==> config.mk <==
export PLATFORM = sky130hd
export DESIGN_NAME = memory_arbiter
export DESIGN_NICKNAME = d
export VERILOG_FILES = /design/src/rtl/ucisc_pkg.sv /design/src/rtl/memory_arbiter_rr_select.sv /design/src/rtl/memory_arbiter.sv
export SDC_FILE = /design/constraint.sdc
export NUM_CORES = 1
export LEC_CHECK = 0
export BUFFER_PORTS_ARGS = -buffer_cell sky130_fd_sc_hd__buf_2
export CORE_AREA = 2 2 74 76
export DETAILED_ROUTE_END_ITERATION = 10
export DIE_AREA = 0 0 76 78
export PLACE_DENSITY = 0.81
export SLEW_MARGIN = 10
export SYNTH_ARGS = -nofsm -noshare
export SYNTH_HDL_FRONTEND = slang
export SYNTH_SLANG_ARGS = --single-unit
==> constraint.sdc <==
create_clock -name clock -period 3.4 [get_ports clock]
set_clock_uncertainty 0.15 [all_clocks]
set_input_delay 0.34 -clock clock [delete_from_list [all_inputs] [get_ports clock]]
set_output_delay 0.34 -clock clock [all_outputs]
set_load 0.01 [all_outputs]
==> src/rtl/ucisc_pkg.sv <==
`default_nettype none
// ============================================================================
// Module      : ucisc_pkg
// Description : Shared constants for the uCISC memory subsystem: default
//               address/data widths, the CPU port index and the largest
//               requester count the memory arbiter supports.
// Revision    : 1.0 - initial release
// ============================================================================
package ucisc_pkg;

    localparam int ADDR_WIDTH_DEF = 16;
    localparam int DATA_WIDTH_DEF = 16;
    localparam int PORT_CPU       = 0;
    localparam int MAX_PORTS      = 8;

endpackage : ucisc_pkg
`default_nettype wire

==> src/rtl/memory_arbiter_rr_select.sv <==
`default_nettype none
// ============================================================================
// Module      : rr_select
// Description : Combinational rotating-priority picker. The search begins at
//               the port after last_grant and wraps; the first valid port
//               gets the one-hot grant. A single-bit valid vector therefore
//               passes straight through, which the arbiter uses for its lock
//               and CPU-priority overrides.
// Ports       : valid      - request vector
//               last_grant - index of the previous winner
//               grant      - one-hot grant (all zero when nothing is valid)
// Revision    : 1.0 - initial release
// ============================================================================
module rr_select #(
    parameter int NUM_PORTS = 3,
    parameter int IDX_W     = 2
) (
    input  logic [NUM_PORTS-1:0] valid,
    input  logic [IDX_W-1:0]     last_grant,
    output logic [NUM_PORTS-1:0] grant
);

    logic found;

    // Two passes: ports above last_grant first, then the wrapped range.
    always_comb begin
        grant = '0;
        found = 1'b0;
        for (int p = 0; p < NUM_PORTS; p++) begin
            if (!found && valid[p] && (IDX_W'(p) > last_grant)) begin
                grant[p] = 1'b1;
                found    = 1'b1;
            end
        end
        for (int p = 0; p < NUM_PORTS; p++) begin
            if (!found && valid[p] && (IDX_W'(p) <= last_grant)) begin
                grant[p] = 1'b1;
                found    = 1'b1;
            end
        end
    end

endmodule : rr_select
`default_nettype wire

==> src/rtl/memory_arbiter.sv <==
`default_nettype none
// ============================================================================
// Module      : memory_arbiter
// Description : Shares the single memory block between NUM_PORTS requesters
//               (port 0 = CPU) with round-robin arbitration, an optional
//               per-port lock, and one-cycle read-response steering.
// Macro       : ARB_CPU_PRIORITY_EN - port 0 wins whenever valid (unless
//               another port holds the lock); ports 1..N-1 round-robin.
// Ports       : clock/reset (async, active-low)
//               req_valid/req_write/req_lock/req_addr/req_wdata - requests
//               req_ready  - one-hot grant
//               resp_valid/resp_data - read response (T+1 after grant)
//               mem_*      - memory block read/write ports
// Revision    : 1.0 - initial release
// ============================================================================
module memory_arbiter
    import ucisc_pkg::*;
#(
    parameter int NUM_PORTS  = 3,
    parameter int ADDR_WIDTH = ADDR_WIDTH_DEF,
    parameter int DATA_WIDTH = DATA_WIDTH_DEF
) (
    input  logic                             clock,
    input  logic                             reset,
    input  logic [NUM_PORTS-1:0]             req_valid,
    input  logic [NUM_PORTS-1:0]             req_write,
    input  logic [NUM_PORTS-1:0]             req_lock,
    input  logic [NUM_PORTS*ADDR_WIDTH-1:0]  req_addr,
    input  logic [NUM_PORTS*DATA_WIDTH-1:0]  req_wdata,
    output logic [NUM_PORTS-1:0]             req_ready,
    output logic [NUM_PORTS-1:0]             resp_valid,
    output logic [DATA_WIDTH-1:0]            resp_data,
    output logic [ADDR_WIDTH-1:0]            mem_read_address,
    output logic                             mem_write_enable,
    output logic [ADDR_WIDTH-1:0]            mem_write_address,
    output logic [DATA_WIDTH-1:0]            mem_data_in,
    input  logic [DATA_WIDTH-1:0]            mem_data_out
);

    localparam int IDX_W = (NUM_PORTS > 1) ? $clog2(NUM_PORTS) : 1;

    logic [IDX_W-1:0]      last_grant;
    logic [IDX_W-1:0]      lock_owner;
    logic [IDX_W-1:0]      resp_port;
    logic                  locked;
    logic                  resp_pending;
    logic [ADDR_WIDTH-1:0] held_addr;

    logic [NUM_PORTS-1:0]  owner_mask;
    logic [NUM_PORTS-1:0]  sel_valid;
    logic [NUM_PORTS-1:0]  grant;
    logic [IDX_W-1:0]      win_idx;
    logic                  any_grant;
    logic [ADDR_WIDTH-1:0] sel_addr;
    logic [DATA_WIDTH-1:0] sel_wdata;
    logic                  sel_write;
    logic                  sel_lock;

    // Candidate set: a lock narrows it to the owner; in priority mode a valid
    // CPU narrows it to port 0 and otherwise port 0 is excluded from the ring.
    always_comb begin
        owner_mask = '0;
        owner_mask[lock_owner] = 1'b1;
        if (locked) begin
            sel_valid = req_valid & owner_mask;
        end else begin
`ifdef ARB_CPU_PRIORITY_EN
            if (req_valid[PORT_CPU]) begin
                sel_valid = '0;
                sel_valid[PORT_CPU] = 1'b1;
            end else begin
                sel_valid = req_valid;
                sel_valid[PORT_CPU] = 1'b0;
            end
`else
            sel_valid = req_valid;
`endif
        end
    end

    rr_select #(
        .NUM_PORTS (NUM_PORTS),
        .IDX_W     (IDX_W)
    ) u_rr_select (
        .valid      (sel_valid),
        .last_grant (last_grant),
        .grant      (grant)
    );

    // No grant may be issued while reset is held low.
    assign req_ready = reset ? grant : '0;
    assign any_grant = |req_ready;

    always_comb begin
        win_idx   = '0;
        sel_addr  = '0;
        sel_wdata = '0;
        sel_write = 1'b0;
        sel_lock  = 1'b0;
        for (int p = 0; p < NUM_PORTS; p++) begin
            if (req_ready[p]) begin
                win_idx   = IDX_W'(p);
                sel_addr  = req_addr[p*ADDR_WIDTH +: ADDR_WIDTH];
                sel_wdata = req_wdata[p*DATA_WIDTH +: DATA_WIDTH];
                sel_write = req_write[p];
                sel_lock  = req_lock[p];
            end
        end
    end

    assign mem_read_address  = any_grant ? sel_addr : held_addr;
    assign mem_write_address = any_grant ? sel_addr : held_addr;
    assign mem_data_in       = sel_wdata;
    assign mem_write_enable  = any_grant & sel_write;

    always_comb begin
        resp_valid = '0;
        if (resp_pending) begin
            resp_valid[resp_port] = 1'b1;
        end
    end

    assign resp_data = mem_data_out;

    always_ff @(posedge clock or negedge reset) begin
        if (!reset) begin
            last_grant   <= IDX_W'(NUM_PORTS - 1);
            locked       <= 1'b0;
            lock_owner   <= '0;
            resp_pending <= 1'b0;
            resp_port    <= '0;
            held_addr    <= '0;
        end else begin
            resp_pending <= any_grant & ~sel_write;
            if (any_grant) begin
                resp_port  <= win_idx;
                held_addr  <= sel_addr;
                locked     <= sel_lock;
                lock_owner <= win_idx;
`ifdef ARB_CPU_PRIORITY_EN
                if (win_idx != IDX_W'(PORT_CPU)) begin
                    last_grant <= win_idx;
                end
`else
                last_grant <= win_idx;
`endif
            end else if (locked) begin
                // Owner dropped valid: release the lock without re-arbitrating.
                locked <= 1'b0;
            end
        end
    end

endmodule : memory_arbiter
`default_nettype wire

* Word level (Yosys, flattened, before mapping) *
Cells that the tools add are included.
W data, S select, Z words.

word-level totals
  bits in registers = 22
  bits of input ports = 123
  output and inout bits = 71
  word-level logic and storage cells = 66

operators by class
  order comparisons = 8
  multiplexer cells = 31
  bitwise operators = 4
  reduce and logical (&&, ||, !) cells = 18

operators by type and width
  operator              count
  $mux W16              7
  $mux W1               19
  $logic_and A1 B1 Y1   12
  $mux W3               3
  $logic_not A1 Y1      5
  $gt A1 B2 Y1 const A  2
  $le A1 B2 Y1 const A  2
  $and A3 B3 Y3         1
  $lt A2 B3 Y1 const B  1
  $reduce_or A3 Y1      1
  $and A1 B1 Y1         2
  $demux W1 S2          1
  $ge A2 B1 Y1 const B  1
  $gt A2 B2 Y1 const A  1
  $le A2 B2 Y1 const A  1
  $mux W2               1
  $not A1 Y1            1

* Depth between registers and ports, before layout *
Gate-level depths: netlist (run 1).

  word-level depth = 34
  mapped depth = 9
  gate-level depth less buffers = 6

* Cells and area by module *
From an unflattened synthesis (run 1), not the netlist that was laid out.

unflattened totals
  cell total of the unflattened synthesis = 229
  area total of the unflattened synthesis = 1,838.0 um^2

by module, submodules not included
  module          instances  cells an instance  area an instance (um^2)  seq. area each (um^2)
  memory_arbiter  1          219                1,779.2                  526.8
  rr_select       1          10                 58.8                     0.0

* Worst setup path before layout (run 1) *
OpenSTA, ideal clock, no wires.

  path kind = register -> output
  start = reg last_grant[0]
  end = out mem_write_address[10]
  arrival = 1,862 ps
  slack = 1,048 ps
  stages on the path, launching flop included = 10
  path buffers = 4
  cells stage by stage = dfrtp_1 -> buf_6 -> or3b_4 -> nand2_2 -> o211ai_4 -> buf_6 -> buf_8 -> a221o_1 -> o221a_2 -> buf_4

between the ends
  word-level cells in the longest chain between the ends = 26
  elaborated cells on any way between the ends = 38

ends and longest elaborated chain
  element                                       RTL line                                     source
  from (decl)                                   memory_arbiter.sv:42                         logic [IDX_W-1:0] last_grant;
  from (signal assigned)                        memory_arbiter.sv:127                        last_grant <= IDX_W'(NUM_PORTS - 1);
  from (signal assigned)                        memory_arbiter.sv:145                        last_grant <= win_idx;
  $gt A1 B2 Y1                                  memory_arbiter_rr_select.sv:30               if (!found && valid[p] && (IDX_W'(p) > last_grant)) begin
  $logic_and A1 B1 Y1                           memory_arbiter_rr_select.sv:30
  $mux W1                                       memory_arbiter_rr_select.sv:30
  $logic_not A1 Y1                              memory_arbiter_rr_select.sv:30
  $logic_and A1 B1 Y1 (2 in series)             memory_arbiter_rr_select.sv:30
  $mux W1                                       memory_arbiter_rr_select.sv:30
  $logic_not A1 Y1                              memory_arbiter_rr_select.sv:30
  $logic_and A1 B1 Y1 (2 in series)             memory_arbiter_rr_select.sv:30
  (+6 left out)                                 n/a
  $logic_and A1 B1 Y1 (2 in series)             memory_arbiter_rr_select.sv:36               if (!found && valid[p] && (IDX_W'(p) <= last_grant)) begin
  $mux W1                                       memory_arbiter_rr_select.sv:36
  $logic_not A1 Y1                              memory_arbiter_rr_select.sv:36
  $logic_and A1 B1 Y1 (2 in series)             memory_arbiter_rr_select.sv:36
  $mux W1                                       memory_arbiter_rr_select.sv:36
  $mux W3 (*)                                   memory_arbiter.sv:91                         assign req_ready = reset ? grant : '0;
  $reduce_or A3 Y1 or $mux W16 (tied branches)  memory_arbiter.sv:92, memory_arbiter.sv:101
  $mux W16 (*)                                  n/a
  to (decl)                                     memory_arbiter.sv:35                         output logic [ADDR_WIDTH-1:0] mem_write_address,

Every way passes the cells marked *; elsewhere a longest branch is shown, timed or not.

* Worst setup path after layout (run 1) *
  start = in reset
  end = out mem_write_enable

between the ends
  word-level cells in the longest chain between the ends = 5
  elaborated cells on any way between the ends = 6

ends and longest elaborated chain
  element                RTL line               source
  from (decl)            memory_arbiter.sv:24   input logic reset,
  $mux W3 (*)            memory_arbiter.sv:91
  $mux W1 (3 in series)  memory_arbiter.sv:101  if (req_ready[p]) begin
  $and A1 B1 Y1 (*)      memory_arbiter.sv:114  assign mem_write_enable = any_grant & sel_write;
  to (decl)              memory_arbiter.sv:34   output logic mem_write_enable,

Marks and branches as above.

==> impl_metrics.env, run 1 <==
export IMPL_instances_no_fill=361
export IMPL_end_kind="output port"
export IMPL_clockRootBuffer="clkbuf_8"
export IMPL_leakage_nw=1.36
export IMPL_dp_hpwl_um=4650
export IMPL_syn_nets=291
export IMPL_critPathLaunchType="input pin"
export IMPL_gp_congestion=0.722
export IMPL_finalHoldViolations=0
export IMPL_synth_edf_count=0
export IMPL_critical_path_class="input pin to output port"
export IMPL_fp_dieH_um=78
export IMPL_status="finished clean"
export IMPL_io_buffers=161
export IMPL_clk_pin_slew_worst_paths_ps=80
export IMPL_avgSynthCellArea_um2=10.4
export IMPL_min_period_ps=3100
export IMPL_rows=26
export IMPL_dieWidth_um=76
export IMPL_cts_tree="built"
export IMPL_synthCells=168
export IMPL_synth_area_um2=1760
export IMPL_holdBufCountCts=1
export IMPL_required_ps=2910
export IMPL_ant_nets=0
export IMPL_routed_via_density=5.14
export IMPL_antenna_found_initial=0
export IMPL_setup_violations_final=0
export IMPL_start_util_pct=34.8
export IMPL_h_tree_depth=1
export IMPL_irDropWorstVdd_mv=0.267
export IMPL_cpLargestDelayFamily="buffers and inverters"
export IMPL_area_growth_syn_to_layout_pct=35.4
export IMPL_drv_slew=0
export IMPL_p_per_area_nw_per_um2=694
export IMPL_finalCritPeriodShare_pct=91.1
export IMPL_grt_pass1_wl_um=9050
export IMPL_cts_resized=0
export IMPL_crit_buf_inv=4
export IMPL_first_pass_iters=4
export IMPL_cts_buffers=3
export IMPL_grt_max_degree=22
export IMPL_yosysSeqAreaShare_pct=30.0
export IMPL_tns_ps=0
export IMPL_cts_path_max_buffers=2
export IMPL_n_antenna_cell=0
export IMPL_maxCapViolCount=0
export IMPL_fmax_mhz=323
export IMPL_wl_um=5860
export IMPL_crit_arrival_ps=2610
export IMPL_tightest_slew_ps=866
export IMPL_synth_warnings=0
export IMPL_cts_sinks=21
export IMPL_timing_critical_path_mode_cell="buf_2"
export IMPL_drc=0
export IMPL_final_nets=415
export IMPL_grt_usage_pct=18.8
export IMPL_fill_cells=484
export IMPL_cp_max_fo=19
export IMPL_path_cells="dlygate4sd3_1 -> buf_2 -> o2111ai_2 -> inv_2 -> a22o_1 -> a21o_1 -> buf_2"
export IMPL_max_slew_margin_rel_pct=42.3
export IMPL_rsz0062_at_grt="no"
export IMPL_design_core_area_um2=5040
export IMPL_postCtsSetupBuffers=0
export IMPL_io_pins=194
export IMPL_synth_distinct_cells=36
export IMPL_worst_path_largest_cell_delay_ps=520
export IMPL_wl_per_cell_um=16.2
export IMPL_hold_path_class="input pin to flop"
export IMPL_insertion_delay_ps=250
export IMPL_ys_ff_latch=21
export IMPL_die_area_um2=5930
export IMPL_p_total_mw=1.65
export IMPL_slowest_stage="dlygate4sd3_1"
export IMPL_drtIter0Drc=61
export IMPL_vias=1856
export IMPL_drive_above_1_share_pct=69.4
export IMPL_synth_ff_type="dfrtp_1"
export IMPL_grt_pass1_vias=1859
export IMPL_async_flop_share_pct=100
export IMPL_placedCellCount=356
export IMPL_grt_overflow_total=0
[area by class of cell]
class	instances	area [µm²]	area share, %
sequential	21	527	22.2
clock inverter	1	5.00	0.211
multi-input combinational	96	860	36.2
timing repair buffer	165	838	35.3
inverter	5	18.8	0.789
clock buffer	3	41.3	1.74
tap	70	87.6	3.68
[worst reg2reg max path: stages (launching register included)]
cell	delay, ps
dfrtp_1	470
mux2i_1	160
o22ai_1	320
a211o_2	490
inv_2	270
a22o_1	320
a221oi_2	180
[path summary, 6_finish.rpt]
check | end | startpoint | cells past startpoint | slack, ps
max | mem_write_enable | reset | 7 | 300
min | resp_pending$_DFF_PN0_ | req_write[0] | 2 | 130
max reg2reg | resp_pending$_DFF_PN0_ | last_grant[0]$_DFFE_PN0P_ | 6 | 960
min reg2reg | held_addr[0]$_DFF_PN0_ | held_addr[0]$_DFF_PN0_ | 1 | 410
max in group asynchronous | held_addr[0]$_DFF_PN0_ | reset | 3 | 2220
min in group asynchronous | held_addr[3]$_DFF_PN0_ | reset | 2 | 370
[flip-flops by register name, summed over array words and instances, names as in the netlist]
signal        count
held_addr        16
last_grant        2
locked            1
resp_pending      1
resp_port         1
[metrics by stage]
step	setup slack, ps	util [%]	hold slack (ps)	instance area (µm²)
6_report	303	47.1	128	2380
5_1_grt	12.7	47.1	122	2380
4_1_cts	251	47.1	125	2380
3_5_place_dp	623	46.0	113	2320
3_3_place_gp	645	46.0	102	2320
2_1_floorplan	1050	-	-106	1760
[placed cells by master, fill, tap and decap left out, types with 3 or more instances in the layout]
cell type  netlist  final
a221o_1          9      9
buf_4           33      3
clkbuf_8         0      3
o21ai_0          3      3
buf_2            4    161
a22o_1          18     18
o221a_2         16     16
dfrtp_1         20     20
a221o_2          7      7
inv_2            3      3
a21o_1          18     18
[kinds of logic (layout without fill, tap and decap cells)]
family          after synthesis  count (layout)  synth area share, %
compound gates               84              84                 44.3
flops                        21              21                 30.0
simple gates                 11              11                 4.13
buf+inv                      51             174                 21.0
mux                           1               1                0.570
[report_power, final]
group          switching (mW)  internal, mW  leakage, nW
combinational           0.562         0.491         1.09
clock                  0.0839        0.0816       0.0255
sequential             0.0620         0.369        0.238
[layer usage]
layer  wire, µm  global-route usage [%]  share of wire (%)
met4         40                    4.36               0.68
met1       2250                    20.9                 38
met5          0                       0                  0
met2       3150                    37.1                 54
met3        418                    3.14                7.1
[synth_stat cells (3+ instances only)]
| library cell | number | share of area [%] |
|---|---|---|
| a22o_1 | 18 | 9.0 |
| a221o_2 | 7 | 4.5 |
| o221a_2 | 16 | 10 |
| clkbuf_1 | 3 | 0.64 |
| a21o_1 | 18 | 7.7 |
| a221o_1 | 9 | 5.1 |
| buf_6 | 5 | 3.2 |
| inv_2 | 3 | 0.64 |
| buf_2 | 4 | 1.1 |
| o21ai_0 | 3 | 0.86 |
| dfrtp_1 | 20 | 29 |
| buf_4 | 33 | 14 |
Note: power is estimated with default switching activity, not from simulation.
==> inputs of run 2 (changes only) <==
- PLACE_DENSITY: 0.81 -> 0.91
==> impl_metrics.env, run 2 (same netlist as run 1, synthesis figures left out) <==
export IMPL_status="finished clean"
export IMPL_start_util_pct=34.8
export IMPL_finalCritPeriodShare_pct=88.2
export IMPL_whs_path_depth=2
export IMPL_end_kind="output port"
export IMPL_crit_arrival_ps=2510
export IMPL_grt_pass1_wl_um=8940
export IMPL_drtIter0Drc=65
export IMPL_min_period_ps=3000
export IMPL_path_cells="mux2i_1 -> o22ai_1 -> a211o_2 -> inv_2 -> a22o_1 -> a21o_1 -> buf_2"
export IMPL_regArea_um2=527
export IMPL_drv_slew=0
export IMPL_max_slew_margin_rel_pct=56.3
export IMPL_ant_nets=0
export IMPL_cts_resized=0
export IMPL_cts_buffers=3
export IMPL_pwr_share_seq_pct=26.3
export IMPL_slowest_stage="dfrtp_1"
export IMPL_grt_pass1_vias=1866
export IMPL_registers_top_by_ff_count="held_addr"
export IMPL_leakage_nw=1.36
export IMPL_fmax_mhz=333
export IMPL_hold_path_class="input pin to flop"
export IMPL_p_per_area_nw_per_um2=691
export IMPL_final_nets=415
export IMPL_r2r_start="last_grant[0]$_DFFE_PN0P_"
export IMPL_cts_sinks=21
export IMPL_worst_path_largest_cell_delay_ps=470
export IMPL_rows=26
export IMPL_finalHoldViolations=0
export IMPL_tightest_slew_ps=652
export IMPL_critPathLaunchType="flop"
export IMPL_min_to="resp_pending$_DFF_PN0_"
export IMPL_area_growth_syn_to_layout_pct=35.4
export IMPL_clockRootBuffer="clkbuf_8"
export IMPL_antenna_found_initial=0
export IMPL_routed_via_density=5.23
export IMPL_r2r_slack_ps=1020
export IMPL_grt_usage_pct=18.6
export IMPL_drive_above_1_share_pct=69.4
export IMPL_largest_reg_flops=16
export IMPL_hold_start="req_write[0]"
export IMPL_grt_overflow_total=0
export IMPL_irDropWorstVdd_mv=0.226
export IMPL_dieWidth_um=76
export IMPL_critical_path_class="flop to output port"
export IMPL_gp_congestion=0.815
export IMPL_switching_share_pct=42.7
export IMPL_setup_violations_final=0
export IMPL_drc=0
export IMPL_largest_registers="held_addr x16, last_grant x2"
export IMPL_intPower_mw=0.941
export IMPL_vias=1887
export IMPL_fill_cells=478
export IMPL_cp_max_fo=21
export IMPL_required_ps=2910
export IMPL_placedCellCount=356
export IMPL_r2r_end="resp_pending$_DFF_PN0_"
export IMPL_design_core_area_um2=5040
export IMPL_fp_dieH_um=78
export IMPL_first_pass_iters=4
export IMPL_io_pins=194
export IMPL_wl_per_cell_um=16.4
export IMPL_tns_ps=0
export IMPL_cts_path_max_buffers=2
export IMPL_insertion_delay_ps=250
export IMPL_clock_power_share_pct=9.6
export IMPL_dp_hpwl_um=4780
export IMPL_multi_input_area_um2=860
export IMPL_most_common_layout_cells="buf_2 (161), dfrtp_1 (20), a22o_1 (18), a21o_1 (18), o221a_2 (16)"
export IMPL_n_antenna_cell=0
export IMPL_p_total_mw=1.64
export IMPL_grt_max_degree=22
export IMPL_die_area_um2=5930
export IMPL_io_buffers=161
export IMPL_combPwrFrac_pct=64.1
export IMPL_maxCapViolCount=0
export IMPL_layout_commonest_cell="buf_2"
export IMPL_r2r_cells=6
export IMPL_rsz0062_at_grt="no"
export IMPL_p_sw_mw=0.702
export IMPL_wl_um=5920
export IMPL_instances_no_fill=361
export IMPL_holdWs_ps=126
export IMPL_h_tree_depth=1
export IMPL_cts_tree="built"
export IMPL_clk_pin_slew_worst_paths_ps=70
-- run 2: how the worst max path moves through the flow --
stage                       endpoint                      start  cells after the start  slack (ps)
2_1_floorplan  mem_write_address[10]  last_grant[0]$_DFFE_PN0P_                      9        1050
3_3_place_gp        mem_write_enable  last_grant[0]$_DFFE_PN0P_                      7         750
3_5_place_dp        mem_write_enable  last_grant[0]$_DFFE_PN0P_                      7         640
4_1_cts             mem_write_enable  last_grant[0]$_DFFE_PN0P_                      7         350
5_1_grt             mem_write_enable  last_grant[0]$_DFFE_PN0P_                      7         220
6_report            mem_write_enable  last_grant[0]$_DFFE_PN0P_                      7         400
-- run 2: routing by layer --
metal	share of wire (%)	global-route usage [%]	vias to the layer above
li1	-	-	885
met1	36	18.5	867
met2	54	37.4	125
met3	8.8	4.19	10
met4	1.6	6.73	0
met5	0	0	-
-- run 2: power groups by stage --
stage          Sequential, mW  Combinational [mW]  Clock (mW)
2_1_floorplan           0.411               0.872           0
3_3_place_gp            0.428                1.04           0
5_1_grt                 0.444                1.14       0.175
6_report                0.432                1.05       0.157
4_1_cts                 0.433                1.06       0.164
3_5_place_dp            0.437                1.06           0
-- run 2: area by class of cell --
type / count / share of cell area (%)
inverter: 5 / 0.789
sequential: 21 / 22.2
clock buffer: 3 / 1.74
clock inverter: 1 / 0.211
tap: 70 / 3.68
timing repair buffer: 165 / 35.3
multi-input combinational: 96 / 36.2
-- run 2: metrics by stage --
step,util [%],instance area [µm²],worst slack (ps)
6_report,47.1,2380,400
3_3_place_gp,46.0,2320,750
4_1_cts,47.1,2380,346
2_1_floorplan,-,1760,1050
5_1_grt,47.1,2380,222
3_5_place_dp,46.0,2320,637
-- run 2: what timing repair did --
action / 4_1_cts / 5_1_grt
setup endpoints to repair: 0 / 0
hold buffers: 1 / 0
setup buffers: 0 / 0
hold endpoints to repair: 4 / 0
-- run 2: worst max-delay path, delay by kind of cell (launching register included) --
family | cells | cell delay (ps)
AOI/OAI and AO/OA | 4 | 1230
DFF | 1 | 470
buffers and inverters | 2 | 380
muxes | 1 | 160
==> inputs of run 3 (changes only) <==
- PLACE_DENSITY: 0.91 -> 0.92
==> impl_metrics.env, run 3 (same netlist as run 1, synthesis figures left out) <==
export IMPL_grt_usage_pct=18.7
export IMPL_io_buffers=161
export IMPL_clock_power_share_pct=9.5
export IMPL_grt_overflow_total=0
export IMPL_rsz0062_at_grt="no"
export IMPL_p_sw_mw=0.707
export IMPL_end_kind="output port"
export IMPL_cpLargestDelayFamily="compound AO/OA/AOI/OAI gates"
export IMPL_clockRootBuffer="clkbuf_8"
export IMPL_path_cells="mux2i_1 -> o22ai_1 -> a211o_2 -> inv_2 -> a22o_1 -> a21o_1 -> buf_2"
export IMPL_crit_buf_inv=2
export IMPL_max_slew_margin_rel_pct=55.7
export IMPL_setup_ws_ps=372
export IMPL_switching_share_pct=42.9
export IMPL_grt_pass1_wl_um=8910
export IMPL_drv_slew=0
export IMPL_endpoint="mem_write_enable"
export IMPL_most_common_layout_cells="buf_2 (161), dfrtp_1 (20), a22o_1 (18), a21o_1 (18), o221a_2 (16)"
export IMPL_irDropWorstVdd_mv=0.238
export IMPL_drive_above_1_share_pct=69.4
export IMPL_antenna_found_initial=0
export IMPL_ant_nets=0
export IMPL_drc=0
export IMPL_vias=1900
export IMPL_wl_per_cell_um=16.2
export IMPL_cts_tree="built"
export IMPL_grt_pass1_vias=1765
export IMPL_required_ps=2910
export IMPL_critical_path_class="flop to output port"
export IMPL_maxCapViolCount=0
export IMPL_pwr_share_seq_pct=26.3
export IMPL_intPower_mw=0.941
export IMPL_r2r_start="last_grant[0]$_DFFE_PN0P_"
export IMPL_final_nets=415
export IMPL_cts_sinks=21
export IMPL_tns_ps=0
export IMPL_r2r_end="resp_pending$_DFF_PN0_"
export IMPL_insertion_delay_ps=250
export IMPL_dieWidth_um=76
export IMPL_largest_registers="held_addr x16, last_grant x2"
export IMPL_rows=26
export IMPL_h_tree_depth=1
export IMPL_critPathLaunchType="flop"
export IMPL_p_per_area_nw_per_um2=693
export IMPL_dp_slack_ps=617
export IMPL_dp_hpwl_um=4700
export IMPL_path_depth=7
export IMPL_tightest_slew_ps=662
export IMPL_start_util_pct=34.8
export IMPL_cp_max_fo=21
export IMPL_leakage_nw=1.36
export IMPL_finalCritPeriodShare_pct=89.0
export IMPL_io_pins=194
export IMPL_slowest_stage="a211o_2"
export IMPL_largest_reg_flops=16
export IMPL_wl_um=5850
export IMPL_n_antenna_cell=0
export IMPL_die_area_um2=5930
export IMPL_grt_max_degree=22
export IMPL_hold_path_class="input pin to flop"
export IMPL_min_period_ps=3030
export IMPL_finalHoldViolations=0
export IMPL_first_pass_iters=4
export IMPL_fmax_mhz=330
export IMPL_clk_pin_slew_worst_paths_ps=70
export IMPL_routed_via_density=5.26
export IMPL_cts_path_max_buffers=2
export IMPL_fp_dieH_um=78
export IMPL_status="finished clean"
export IMPL_drtIter0Drc=43
export IMPL_setup_violations_final=0
export IMPL_gp_congestion=0.771
export IMPL_cp_startpoint="last_grant[0]$_DFFE_PN0P_"
export IMPL_cts_resized=0
export IMPL_area_growth_syn_to_layout_pct=35.4
export IMPL_layout_commonest_cell="buf_2"
export IMPL_crit_arrival_ps=2540
export IMPL_design_core_area_um2=5040
export IMPL_final_util_pct=47.1
export IMPL_worst_path_largest_cell_delay_ps=540
export IMPL_fill_cells=466
export IMPL_cts_buffers=3
export IMPL_r2r_cells=6
export IMPL_combPwrFrac_pct=64.1
export IMPL_r2r_slack_ps=990
export IMPL_holdWs_ps=132
export IMPL_registers_top_by_ff_count="held_addr"
-- run 3: cell counts in the layout (fill, tap and decap cells not counted) --
Identical to the previous run, type by type.
-- run 3: layout make-up --
| class | instances | area, µm² | area share [%] |
|---|---|---|---|
| multi-input combinational | 96 | 860 | 36.2 |
| timing repair buffer | 165 | 838 | 35.3 |
| sequential | 21 | 527 | 22.2 |
| tap | 70 | 87.6 | 3.68 |
| clock buffer | 3 | 41.3 | 1.74 |
| inverter | 5 | 18.8 | 0.789 |
| clock inverter | 1 | 5.00 | 0.211 |
-- run 3: metal layers --
layer  GRT usage, %  routed length, µm
met1           19.3               2010
met3           3.84                506
met2           38.3               3290
met5              0                  0
met4           4.36                 49
-- run 3: timing repair --
item,CTS,global route
hold endpoints to repair,4,0
setup buffers,0,0
endpoints found under the setup margin,0,0
hold buffers,1,0
-- run 3: metrics by stage --
step	instances	area (µm²)	total power, mW
final	361	2380	1.65
after CTS	361	2380	1.66
after detailed placement	356	2320	1.50
after global routing	361	2380	1.76
after floorplan	168	1760	1.28
after global placement	356	2320	1.47
-- run 3: worst min path at each step --
stage               cells past startpoint                   endpoint        start  slack, ps
finish                                  2           locked$_DFF_PN0_  req_lock[0]        130
global route                            2           locked$_DFF_PN0_  req_lock[0]        130
CTS                                     2           locked$_DFF_PN0_  req_lock[0]        120
detailed placement                      1  last_grant[0]$_DFFE_PN0P_        reset         50
global placement                        1     resp_pending$_DFF_PN0_        reset         50
floorplan                               0     held_addr[0]$_DFF_PN0_        reset       -110
-- run 3: power by group through the flow --
stage               clock network [mW]  registers (mW)  logic (mW)
detailed placement                   0           0.439        1.06
CTS                              0.164           0.433        1.06
floorplan                            0           0.411       0.872
global placement                     0           0.428        1.04
global route                     0.175           0.446        1.14
finish                           0.157           0.434        1.06
